===== src/rtl/regfile_write_arbiter.sv =====
// Two-requester register-file write arbiter: each requester has a 2-entry FIFO, one pop per cycle.
// Macro RF_WARB_RR_EN selects round-robin arbitration; left undefined, requester 0 has fixed priority.
module regfile_write_arbiter (
  input  logic        clk,
  input  logic        rst_n,
  input  logic        req0_valid,
  input  logic [4:0]  req0_addr,
  input  logic [31:0] req0_data,
  input  logic        req1_valid,
  input  logic [4:0]  req1_addr,
  input  logic [31:0] req1_data,
  output logic        req0_ready,
  output logic        req1_ready,
  output logic        rf_regwrite,
  output logic [4:0]  rf_a3,
  output logic [31:0] rf_wd3,
  output logic        err_r0,
  output logic [1:0]  pend
);

  localparam int unsigned AddrW  = 5;
  localparam int unsigned DataW  = 32;
  localparam int unsigned EntryW = AddrW + DataW;
  localparam int unsigned Depth  = 2;

  typedef logic [EntryW-1:0] entry_t;

  entry_t     mem_q    [2][Depth];
  logic [1:0] cnt_q    [2];
  logic       wr_ptr_q [2];
  logic       rd_ptr_q [2];
  logic       prio_q;
  logic       prio_d;

  logic       regwrite_q;
  logic [4:0] a3_q;
  logic [31:0] wd3_q;
  logic       err_r0_q;

  logic [1:0] valid;
  entry_t     in_entry [2];
  logic [1:0] nonempty;
  logic [1:0] full;
  logic [1:0] push;
  logic [1:0] pop;
  logic       pop_any;
  logic       pop_sel;
  entry_t     pop_entry;
  logic       pop_is_r0;

  always_comb begin
    valid       = {req1_valid, req0_valid};
    in_entry[0] = {req0_addr, req0_data};
    in_entry[1] = {req1_addr, req1_data};
    for (int n = 0; n < 2; n++) begin
      nonempty[n] = (cnt_q[n] != 2'd0);
      full[n]     = (cnt_q[n] == 2'd2);
      push[n]     = valid[n] && !full[n];
    end
  end

  // Arbitration looks only at registered occupancy, so an entry pushed this cycle cannot pop.
  always_comb begin
    pop_any   = |nonempty;
    pop_sel   = (nonempty[0] && nonempty[1]) ? prio_q : nonempty[1];
    pop[0]    = pop_any && !pop_sel;
    pop[1]    = pop_any && pop_sel;
    pop_entry = mem_q[pop_sel][rd_ptr_q[pop_sel]];
    pop_is_r0 = (pop_entry[EntryW-1:DataW] == 5'd0);
  end

  always_comb begin
`ifdef RF_WARB_RR_EN
    prio_d = pop_any ? ~pop_sel : prio_q;
`else
    prio_d = 1'b0;
`endif
  end

  always_ff @(posedge clk or negedge rst_n) begin
    if (!rst_n) begin
      for (int n = 0; n < 2; n++) begin
        for (int i = 0; i < int'(Depth); i++) begin
          mem_q[n][i] <= '0;
        end
        cnt_q[n]    <= 2'd0;
        wr_ptr_q[n] <= 1'b0;
        rd_ptr_q[n] <= 1'b0;
      end
      prio_q <= 1'b0;
    end else begin
      for (int n = 0; n < 2; n++) begin
        if (push[n]) begin
          mem_q[n][wr_ptr_q[n]] <= in_entry[n];
          wr_ptr_q[n]           <= ~wr_ptr_q[n];
        end
        if (pop[n]) begin
          rd_ptr_q[n] <= ~rd_ptr_q[n];
        end
        cnt_q[n] <= cnt_q[n] + {1'b0, push[n]} - {1'b0, pop[n]};
      end
      prio_q <= prio_d;
    end
  end

  // Output stage: a popped register-0 write becomes an error pulse instead of a write.
  always_ff @(posedge clk or negedge rst_n) begin
    if (!rst_n) begin
      regwrite_q <= 1'b0;
      a3_q       <= '0;
      wd3_q      <= '0;
      err_r0_q   <= 1'b0;
    end else begin
      regwrite_q <= pop_any && !pop_is_r0;
      err_r0_q   <= pop_any && pop_is_r0;
      if (pop_any) begin
        a3_q  <= pop_entry[EntryW-1:DataW];
        wd3_q <= pop_entry[DataW-1:0];
      end
    end
  end

  assign req0_ready  = !full[0];
  assign req1_ready  = !full[1];
  assign pend        = nonempty;
  assign rf_regwrite = regwrite_q;
  assign rf_a3       = a3_q;
  assign rf_wd3      = wd3_q;
  assign err_r0      = err_r0_q;

endmodule


===== config.mk =====
export PLATFORM = sky130hd
export DESIGN_NAME = regfile_write_arbiter
export DESIGN_NICKNAME = d
export VERILOG_FILES = /design/src/rtl/regfile_write_arbiter.sv
export SDC_FILE = /design/constraint.sdc
export NUM_CORES = 1
export LEC_CHECK = 0
export BUFFER_PORTS_ARGS = -buffer_cell sky130_fd_sc_hd__buf_4
export CORE_ASPECT_RATIO = 0.7
export CORE_MARGIN = 4
export CORE_UTILIZATION = 62
export CTS_CLUSTER_DIAMETER = 120
export DETAILED_ROUTE_END_ITERATION = 8
export PLACE_DENSITY = 0.85
export SYNTH_ARGS = -nofsm -noshare
export SYNTH_HDL_FRONTEND = slang
export SYNTH_SLANG_ARGS = --single-unit

===== constraint.sdc =====
create_clock -name clk -period 2.4 [get_ports clk]
set_input_delay 0.72 -clock clk [delete_from_list [all_inputs] [get_ports clk]]
set_output_delay 0.72 -clock clk [all_outputs]
set_load 0.02 [all_outputs]

==> results.sh <==
export IMPL_cts_hold_fix_buffers=0
export IMPL_grt_pass1_wl_um=31200
export IMPL_yosys_top_cells_area="dfrtp_1 56%, mux2_2 11%, mux2_4 10%"
export IMPL_vias=5399
export IMPL_tightest_slew_ps=778
export IMPL_maxCapViolations=0
export IMPL_critical_path_max_stage_delay_ps=430
export IMPL_yosysSeqAreaShare_pct=56.0
export IMPL_io_buffers=120
export IMPL_yosysUniqueCellTypes=37
export IMPL_gp_congestion=0.797
export IMPL_cts_resized=0
export IMPL_initial_core_util_pct=64.8
export IMPL_finalSetupViolations=0
export IMPL_grt_setup_unrepaired="false"
export IMPL_post_cts_buffers=0
export IMPL_die_y_um=107
export IMPL_synth_top_area_share_pct=56.0
export IMPL_cts_tree="built"
export IMPL_slew_violations=0
export IMPL_yosysMostFrequentCell="dfrtp_1"
export IMPL_core_area_mm2=0.0134
export IMPL_p_leak_nw=4.92
export IMPL_antenna_left=0
export IMPL_synth_nets=685
export IMPL_fill_cells=822
export IMPL_multi_input_area_mm2=0.00354
export IMPL_utilization_pct=77.2
export IMPL_drt_iter0_drc=261
export IMPL_cp_depth=3
export IMPL_dp_hpwl_um=12500
export IMPL_worstPathBufferInverterCount=2
export IMPL_area_growth_pct=19.2
export IMPL_yosys_area_top_type="dfrtp_1"
export IMPL_max_vdd_ir_drop_mv=0.700
export IMPL_critPathKind="reg -> out"
export IMPL_die_w_um=150
export IMPL_drc=0
export IMPL_wl_um=19300
export IMPL_cp_start_kind="flop"
export IMPL_crit_slowest_cell="dfrtp_1"
export IMPL_design_area_mm2=0.0104
export IMPL_period_share_pct=85.6
export IMPL_synth_main_ff_cell="dfrtp_1"
export IMPL_die_area_mm2=0.0160
export IMPL_relSlewSlack_pct=48.1
export IMPL_status="finished, final reports clean"
export IMPL_fin_nets=799
export IMPL_max_freq_mhz=487
export IMPL_grt_use_total_pct=25.1
export IMPL_clk_latency_ps=430
export IMPL_antenna_cells=0
export IMPL_clock_sinks=195
export IMPL_rows=35
export IMPL_worst_endpoint_arrival_ps=1330
export IMPL_synth_edf_count=0
export IMPL_critPathMaxFanout=5
export IMPL_clk_path_buf_depth=2
export IMPL_syn_inst=605
export IMPL_crit_required_ps=1680
export IMPL_yosys_warnings=0
export IMPL_drive_above_1_share_pct=44.1
export IMPL_cts_made_buffers=17
export IMPL_grt_ovfl_total=0
export IMPL_netlist_top_cells_count="195 x dfrtp_1, 84 x mux2_2, 74 x mux2i_1"
export IMPL_synthArstFlopShare_pct=100
export IMPL_worstSetupEndpointType="primary output"
export IMPL_synth_seq_cells=195
export IMPL_rr_worst_depth=5
export IMPL_clk_pin_slew_ps=70
export IMPL_totalPowerFinal_mw=15.1
export IMPL_viasPerCell=5.89
export IMPL_avgSynthCellArea_um2=14.4
export IMPL_avgRoutedWirePerCell_um=21.0
export IMPL_ctsHtreeMaxLevel=4
export IMPL_crit_chain="nor2_2 > inv_2 > buf_4"
export IMPL_placed_cell_area_mm2=0.00977
export IMPL_period_needed_ps=2050
export IMPL_grt_pass1_vias=5879
export IMPL_finClkSkew_ps=15.7
export IMPL_setup_tns_ps=0
export IMPL_ios=121
export IMPL_dr_pass1_iters=5
export IMPL_power_density_mw_per_mm2=1460
export IMPL_cp_top_family="flip-flops"
export IMPL_hold_class="in -> async"
export IMPL_syn_area_mm2=0.00871
export IMPL_cts_root_buf="clkbuf_16"
export IMPL_grt_max_degree=79
export IMPL_antenna_found_initial=0
export IMPL_regArea_mm2=0.00488
export IMPL_hold_viol_final=0
state kept, by name (all words and copies together) (netlist names):
signal and count:
rf_a3 5, rf_wd3 32, rd_ptr_q 2, cnt_q 4, mem_q 148, err_r0 1
rf_regwrite 1, wr_ptr_q 2
cells by family (layout without fill, tap and decap cells):
kind of cell | after synthesis | after routing | synth area share (%)
adder cells (fa/ha/maj) | 2 | 2 | 0.287
AO/OA/AOI/OAI | 80 | 80 | 5.78
AND/OR/NAND/NOR | 58 | 58 | 3.72
XOR/XNOR | 6 | 6 | 0.603
multiplexers | 222 | 222 | 30.2
buffers and inverters | 42 | 169 | 3.35
flip-flops | 195 | 195 | 56.0
cell usage in the layout (no fill, tap or decap), drive strengths merged, types with 5 or more instances in the layout:
cell type	n
buf	133
clkbuf	19
clkinv	6
dfrtp	195
inv	6
mux2	148
mux2i	74
nand2	39
nor2	7
o211ai	37
o21ai	37
xnor2	5
worst paths after layout:
kind / slack, ps / end / startpoint
setup / recovery: 350 / pend[1] / cnt_q[1]
hold / removal: 250 / mem_q[39] / rst_n
setup reg to reg: 500 / rf_wd3[8] / rd_ptr_q[0]
hold reg to reg: 490 / mem_q[125] / mem_q[125]
max in group asynchronous: 1400 / rd_ptr_q[0] / rst_n
min in group clk: 490 / mem_q[125] / mem_q[125]
area by class of cell:
cell class,count,share of cell area [%]
flip-flops and latches,195,47.0
multi-input cells,368,34.1
repair buffers,134,10.6
clock buffers,18,4.23
well taps,185,2.23
clock inverters,14,1.70
inverters,3,0.108
where the power goes:
part           leakage (nW)  internal, mW  switching [mW]
Clock                 0.297          1.68            1.27
Combinational          2.33          3.24            2.75
Sequential             2.30          4.97            1.19
routing by layer:
metal	routed length (um)	track usage (%)	up-vias
li1	-	-	2412
met1	8470	34.5	2812
met2	9460	41.1	157
met3	1170	5.83	18
met4	209	6.27	0
met5	0	0	-
stage by stage:
step | hold WS (ps) | setup slack (ps) | std cells
after floorplan | 424 | 690 | 605
after global placement | 467 | 478 | 885
after detailed placement | 479 | 440 | 885
after CTS | 296 | 334 | 917
after global routing | 297 | 289 | 917
final | 248 | 346 | 917
No activity file was read; power rests on OpenSTA's default activity.
